[src/rtl/obstacle_scheduler_pkg.sv]
// Shared definitions for the obstacle scheduler.
//   state_t       : frame sequencer states
//   SCREEN_W      : visible screen width in pixels
//   *_DFLT        : default spawn column, largest legal y, frames between spawns
//   fold_y()      : folds an out-of-range LFSR y back into 0..Y_MAX
package obstacle_scheduler_pkg;

  typedef enum logic [2:0] {
    S_IDLE, S_ERASE, S_MOVE, S_DRAW, S_NEXT, S_SPAWN, S_FIN
  } state_t;

  localparam int         SCREEN_W       = 160;
  localparam logic [7:0] X_START_DFLT   = 8'(SCREEN_W - 1);
  localparam logic [5:0] Y_MAX_DFLT     = 6'd48;
  localparam int         SPAWN_GAP_DFLT = 40;

  // A 6-bit LFSR value can exceed Y_MAX by at most 63-Y_MAX; subtracting
  // once keeps the spread cheap without a modulo.
  function automatic logic [5:0] fold_y(input logic [5:0] ry, input logic [5:0] ymax);
    return (ry > ymax) ? (ry - ymax) : ry;
  endfunction

endpackage

[src/rtl/obstacle_scheduler_slot_alloc.sv]
// slot_alloc: combinational lowest-index free-slot finder.
//   i_active : per-slot occupied flags
//   o_idx    : index of the lowest free slot (0 when none)
//   o_found  : 1 when at least one slot is free
module slot_alloc
  import obstacle_scheduler_pkg::*;
#(
  parameter int NUM_SLOTS = 4,
  parameter int IDX_W     = $clog2(NUM_SLOTS)
) (
  input  logic [NUM_SLOTS-1:0] i_active,
  output logic [IDX_W-1:0]     o_idx,
  output logic                 o_found
);

  // Scan from the top down so the last hit (lowest index) wins.
  always_comb begin
    o_found = 1'b0;
    o_idx   = '0;
    for (int i = NUM_SLOTS - 1; i >= 0; i--) begin
      if (!i_active[i]) begin
        o_found = 1'b1;
        o_idx   = IDX_W'(i);
      end
    end
  end

endmodule

[src/rtl/obstacle_scheduler.sv]
// obstacle_scheduler: once per frame, walks every obstacle slot, erases and
// redraws active obstacles one column to the left through a shared sprite
// drawer, retires obstacles that reach x=0, then spawns a new one when the
// spawn counter has run out.
//   clk, reset    : clock, asynchronous active-high reset
//   enable        : gates the start of new frames only
//   frame_tick    : 60 Hz frame strobe; dropped (overrun pulse) when busy
//   rand_y        : LFSR y, sampled at spawn
//   draw_*        : request/coordinates/erase flag to drawer, draw_done back
//   active_mask   : per-slot occupied flags
//   frame_done    : one-cycle pulse at frame end
//   overrun       : one-cycle pulse for a frame_tick dropped while busy
// An empty slot costs one cycle: its ERASE visit also advances the index.
// An active slot costs erase-wait + MOVE + draw-wait + NEXT.
module obstacle_scheduler
  import obstacle_scheduler_pkg::*;
#(
  parameter int         NUM_SLOTS = 4,
  parameter logic [7:0] X_START   = X_START_DFLT,
  parameter logic [5:0] Y_MAX     = Y_MAX_DFLT,
  parameter int         SPAWN_GAP = SPAWN_GAP_DFLT
) (
  input  logic                 clk,
  input  logic                 reset,
  input  logic                 enable,
  input  logic                 frame_tick,
  input  logic [5:0]           rand_y,
  output logic                 draw_req,
  output logic [7:0]           draw_x,
  output logic [5:0]           draw_y,
  output logic                 draw_erase,
  input  logic                 draw_done,
  output logic [NUM_SLOTS-1:0] active_mask,
  output logic                 frame_done,
  output logic                 overrun
);

  localparam int             IDX_W      = $clog2(NUM_SLOTS);
  localparam logic [7:0]     GAP_RELOAD = 8'(SPAWN_GAP - 1);
  localparam logic [IDX_W-1:0] LAST_IDX = IDX_W'(NUM_SLOTS - 1);

  state_t                      r_state, w_next;
  logic [IDX_W-1:0]            r_idx, w_idx_n;
  logic [NUM_SLOTS-1:0][7:0]   r_x;
  logic [NUM_SLOTS-1:0][5:0]   r_y;
  logic [NUM_SLOTS-1:0]        r_active;
  logic [7:0]                  r_cnt;
  logic                        r_draw_req, r_draw_erase, r_frame_done, r_overrun;
  logic [7:0]                  r_draw_x;
  logic [5:0]                  r_draw_y;

  logic                        w_done, w_last, w_cur_act, w_req_n, w_found;
  logic [7:0]                  w_cur_x;
  logic [IDX_W-1:0]            w_free;

  // draw_done only counts while a request is actually outstanding.
  assign w_done    = r_draw_req & draw_done;
  assign w_last    = (r_idx == LAST_IDX);
  assign w_cur_act = r_active[r_idx];
  assign w_cur_x   = r_x[r_idx];

  slot_alloc #(.NUM_SLOTS(NUM_SLOTS), .IDX_W(IDX_W)) u_alloc (
    .i_active (r_active),
    .o_idx    (w_free),
    .o_found  (w_found)
  );

  always_comb begin
    w_next  = r_state;
    w_idx_n = r_idx;
    case (r_state)
      S_IDLE:  if (frame_tick && enable) begin
                 w_next  = S_ERASE;
                 w_idx_n = '0;
               end
      S_ERASE: if (!w_cur_act) begin
                 w_next  = w_last ? S_SPAWN : S_ERASE;
                 w_idx_n = r_idx + 1'b1;
               end else if (w_done) begin
                 w_next  = S_MOVE;
               end
      S_MOVE:  w_next = (w_cur_x == 8'd0) ? S_NEXT : S_DRAW;
      S_DRAW:  if (w_done) w_next = S_NEXT;
      S_NEXT:  begin
                 w_next  = w_last ? S_SPAWN : S_ERASE;
                 w_idx_n = r_idx + 1'b1;
               end
      S_SPAWN: w_next = S_FIN;
      S_FIN:   w_next = S_IDLE;
      default: w_next = S_IDLE;
    endcase
    // Request is a pure function of where we are heading, so it drops on the
    // edge that samples draw_done and rises on entry to a drawing state.
    w_req_n = (w_next == S_DRAW) || ((w_next == S_ERASE) && r_active[w_idx_n]);
  end

  always_ff @(posedge clk or posedge reset) begin
    if (reset) begin
      r_state <= S_IDLE;
      r_idx   <= '0;
    end else begin
      r_state <= w_next;
      r_idx   <= w_idx_n;
    end
  end

  // Slot storage and spawn counter. A freed slot is eligible in the SPAWN
  // step of the same frame; spawned slots are first drawn next frame.
  always_ff @(posedge clk or posedge reset) begin
    if (reset) begin
      for (int i = 0; i < NUM_SLOTS; i++) begin
        r_x[i] <= X_START;
        r_y[i] <= 6'd0;
      end
      r_active <= '0;
      r_cnt    <= 8'd0;
    end else begin
      if (r_state == S_MOVE) begin
        if (w_cur_x == 8'd0) r_active[r_idx] <= 1'b0;
        else                 r_x[r_idx]      <= w_cur_x - 8'd1;
      end
      if (r_state == S_SPAWN) begin
        if (r_cnt != 8'd0) begin
          r_cnt <= r_cnt - 8'd1;
        end else if (w_found) begin
          r_active[w_free] <= 1'b1;
          r_x[w_free]      <= X_START;
          r_y[w_free]      <= fold_y(rand_y, Y_MAX);
          r_cnt            <= GAP_RELOAD;
        end
      end
    end
  end

  always_ff @(posedge clk or posedge reset) begin
    if (reset) begin
      r_draw_req   <= 1'b0;
      r_draw_x     <= 8'd0;
      r_draw_y     <= 6'd0;
      r_draw_erase <= 1'b0;
      r_frame_done <= 1'b0;
      r_overrun    <= 1'b0;
    end else begin
      r_draw_req   <= w_req_n;
      r_frame_done <= (w_next == S_FIN);
      r_overrun    <= frame_tick && (r_state != S_IDLE);
      // Coordinates latch only on the rising edge of a request so they stay
      // frozen for the whole handshake.
      if (w_req_n && !r_draw_req) begin
        if (w_next == S_DRAW) begin
          r_draw_x     <= w_cur_x - 8'd1;
          r_draw_y     <= r_y[r_idx];
          r_draw_erase <= 1'b0;
        end else begin
          r_draw_x     <= r_x[w_idx_n];
          r_draw_y     <= r_y[w_idx_n];
          r_draw_erase <= 1'b1;
        end
      end
    end
  end

  assign draw_req    = r_draw_req;
  assign draw_x      = r_draw_x;
  assign draw_y      = r_draw_y;
  assign draw_erase  = r_draw_erase;
  assign active_mask = r_active;
  assign frame_done  = r_frame_done;
  assign overrun     = r_overrun;

endmodule

[config.mk]
export PLATFORM = sky130hd
export DESIGN_NAME = obstacle_scheduler
export DESIGN_NICKNAME = d
export VERILOG_FILES = /design/src/rtl/obstacle_scheduler_pkg.sv /design/src/rtl/obstacle_scheduler_slot_alloc.sv /design/src/rtl/obstacle_scheduler.sv
export SDC_FILE = /design/constraint.sdc
export NUM_CORES = 1
export LEC_CHECK = 0
export ABC_AREA = 1
export ABC_CLOCK_PERIOD_IN_PS = 4600
export CAP_MARGIN = 20
export CORE_MARGIN = 10
export CORE_UTILIZATION = 45
export CTS_CLUSTER_DIAMETER = 120
export DETAILED_ROUTE_END_ITERATION = 12
export PLACE_DENSITY_LB_ADDON = 0.08
export SYNTH_ARGS = -nofsm -noshare
export SYNTH_HDL_FRONTEND = slang
export SYNTH_SLANG_ARGS = --single-unit
[constraint.sdc]
create_clock -name clk -period 4.6 [get_ports clk]
set_input_delay 0.92 -clock clk [delete_from_list [all_inputs] [get_ports clk]]
set_output_delay 0.92 -clock clk [all_outputs]
set_load 0.05 [all_outputs]
==> results by group <==
STA
  – Worst slew pin tran: 0.9940 ns
  – Fin. Hold Viols: 0
  – Count of pins over their slew limit: 0
  – RSZ-0062 raised after global routing: false
  – Tmin final: 3.281 ns
  – Setup TNS: 0 ns
  – Fmax: 0.3048 GHz
  – Relative slew slack: 0.3355
  – Clock skew: 0.01114 ns
  – Setup Viol. Count Final: 0
  – Final period utilization: 0.7133

Cells and area
  – Final Core Density: 0.5138
  – Diode count: 0
  – Final #Nets: 681
  – Area growth syn-to-layout: 11.55%
  – Final instance area: 0.005594 sq mm
  – Share of cells above drive strength 1: 0.1198

Global routing
  – Total GRT Usage: 0.1725
  – Initial antenna violation count: 0
  – Total grt overflow: 0
  – Vias in the first global route: 4109
  – Largest net degree at the start of global routing: 40
  – First-pass GRT wire length: 22270 um

Setup path
  – CP Launch Type: flop
  – Slowest stage delay, CP: 0.83 ns
  – CP Max Fanout: 22
  – CP arrival: 3.56 ns
  – Slowest-stage cell, CP: dfrtp_1
  – Critical Path Sink Type: flop
  – CP bufs+invs: 4
  – Largest delay share family, worst path: simple AND/OR/NAND/NOR gates
  – Worst-path cell chain: inv_4 > o211ai_1 > nand2_1 > inv_1 > ha_1 > inv_1 > nor2_2 > a21boi_2 > nor2_4 > inv_1 > nand2_1 > nand2_1 > nand3_1 > nand2_1
  – Critical path class: reg2reg
  – WP data required: 4.88 ns
  – CP dominant cell by count: nand2_1

CTS
  – CTS Root Cell: clkbuf_8
  – Total clock sinks: 91
  – CTS Hold Buffers Added: 0
  – Setup Fix Bufs, Post-CTS: 0
  – Worst skew pair latency: 0.39 ns
  – Clock-pin slew of the registers on the worst-case setup and hold paths: 0.09 ns
  – CTS Buffer Depth: 2
  – CTS Buf Count: 9
  – CTS resizes: 0
  – H-tree depth: 3
  – CTS tree: done

Yosys
  – Area leader, netlist: dfrtp_1
  – Synthesized area: 0.005015 sq mm
  – EDFF count, synth: 0
  – Top post-synthesis cells by count: nand2_1, nand3_1, dfrtp_1, o21ai_0, inv_1
  – Syn Nets: 662
  – Synth Register Bits: 91
  – Predominant post-synthesis flop cell: dfrtp_1
  – Leading cell type by number of instances after synthesis: nand2_1
  – Post-synth cell types: 38
  – Synth Instances: 644
  – Synth top area share: 0.3343
  – Mean Syn Cell Area: 7.787 sq um
  – Top cells by area, synth: dfrtp_1, nand2_1, dfstp_2, nand3_1, o21ai_0
  – Post-synthesis sequential area ratio: 0.4601
  – Post-synth ARST share: 1.000
  – Syn. warnings: 0

Route
  – Via/cell ratio: 5.392
  – Final ANT Viol Nets: 0
  – Post-detailed-route wirelength per cell: 16.48 um
  – Via Count: 4357
  – DRC errors left: 0
  – First-pass iteration count of the detailed router: 5
  – Initial DRC Count: 442
  – Post-Route WL: 13310 um

Die
  – IO Pins: 33
  – Floorplan Core Area: 0.01089 sq mm
  – Initial Util: 0.4606
  – DIE AREA: 0.01577 sq mm
  – Row cnt: 38
  – Die Height: 125.6 um
  – Die W: 125.6 um

Job
  – Max cap viols: 0

Min path
  – Hold crit path type: reg2reg

Place
  – Placed cell area: 0.005358 sq mm
  – Final HPWL DP: 9458 um
  – GPL Wtd Cong: 0.9079
  – Buffers on Ports: 32

Outcome
  – Status: finished, final reports clean
## final timing paths
check	cells past startpoint	startpoint	end	slack, ns
setup reg to reg	14	r_idx[0]$_DFF_PP0_	draw_x[6]$_DFFE_PP0P_	1.32
hold reg to reg	2	draw_x[7]$_DFFE_PP0P_	draw_x[7]$_DFFE_PP0P_	0.49
setup / recovery	14	r_idx[0]$_DFF_PP0_	draw_x[6]$_DFFE_PP0P_	1.32
max in group asynchronous	3	reset	r_x[4]$_DFF_PP1_	2.76
min in group asynchronous	2	reset	draw_y[2]$_DFFE_PP0P_	0.93
hold / removal	2	draw_x[7]$_DFFE_PP0P_	draw_x[7]$_DFFE_PP0P_	0.49
## layout by cell type, fill, tap and decap left out, types with 2 or more instances in the layout
cell type,netlist,routed
a21oi_1,20,20
buf_4,3,3
bufinv_16,0,2
clkbuf_8,0,11
clkdlybuf4s50_1,0,32
clkinv_4,0,2
dfrtp_1,67,67
dfstp_2,24,24
ha_1,7,7
inv_1,56,55
inv_2,2,2
nand2_1,189,189
nand2_2,16,16
nand2_4,4,4
nand3_1,90,90
nand3_2,3,3
nand4_1,2,2
nor2_1,29,29
nor2_2,2,2
nor3_1,4,4
nor3_2,2,2
o211ai_1,12,12
o21ai_0,61,61
o21ai_1,9,9
xnor2_1,2,2
xor2_1,5,5
## state kept, by name (all words and copies together) (netlist names), 2 cells and up
name and cells:
active_mask 4, r_y 24, r_state 3, r_cnt 8, r_idx 2, draw_y 6
r_x 32, draw_x 8
## area by class of cell
| type | count | area (sq um) |
|---|---|---|
| clock buffer | 11 | 151.4 |
| clock inverter | 5 | 85.08 |
| fill | 1092 | 5294 |
| inverter | 59 | 225.2 |
| multi-input combinational | 467 | 2307 |
| sequential | 91 | 2307 |
| tap | 140 | 175.2 |
| timing repair buffer | 35 | 342.8 |
## per-stage QoR
step,instances,setup slack [ns],hold WS (ns)
2_1_floorplan,644,1.356,0.4479
3_3_place_gp,792,1.336,0.4565
3_5_place_dp,792,1.322,0.4632
4_1_cts,808,1.354,0.4875
5_1_grt,808,1.005,0.5041
6_report,808,1.319,0.4863
## logic make-up after synthesis
kind of cell,count (synthesis),synth area share
XOR/XNOR,7,0.01223
buffers and inverters,86,0.07984
flip-flops,91,0.4601
AND/OR/NAND/NOR,345,0.3106
adder cells (fa/ha/maj),7,0.01746
AO/OA/AOI/OAI,108,0.1198
## per-layer routing
| layer | wire, um | up-vias | track usage |
|---|---|---|---|
| met1 | 6397 | 2062 | 0.2335 |
| met5 | 0 | - | 0 |
| met3 | 783 | 24 | 0.04267 |
| li1 | - | 2146 | - |
| met2 | 5803 | 125 | 0.2545 |
| met4 | 329 | 0 | 0.07588 |
## worst reg2reg max path: cells and delay by family (launching register included)
kind,cells,cell delay [ns]
AND/OR/NAND/NOR,7,1.02
buffers and inverters,4,0.73
flip-flops,1,0.83
AO/OA/AOI/OAI,2,0.36
adder cells (fa/ha/maj),1,0.22
Power is not shown: default switching activity piles up to over one toggle a cycle in this logic, so the estimate is an artifact.
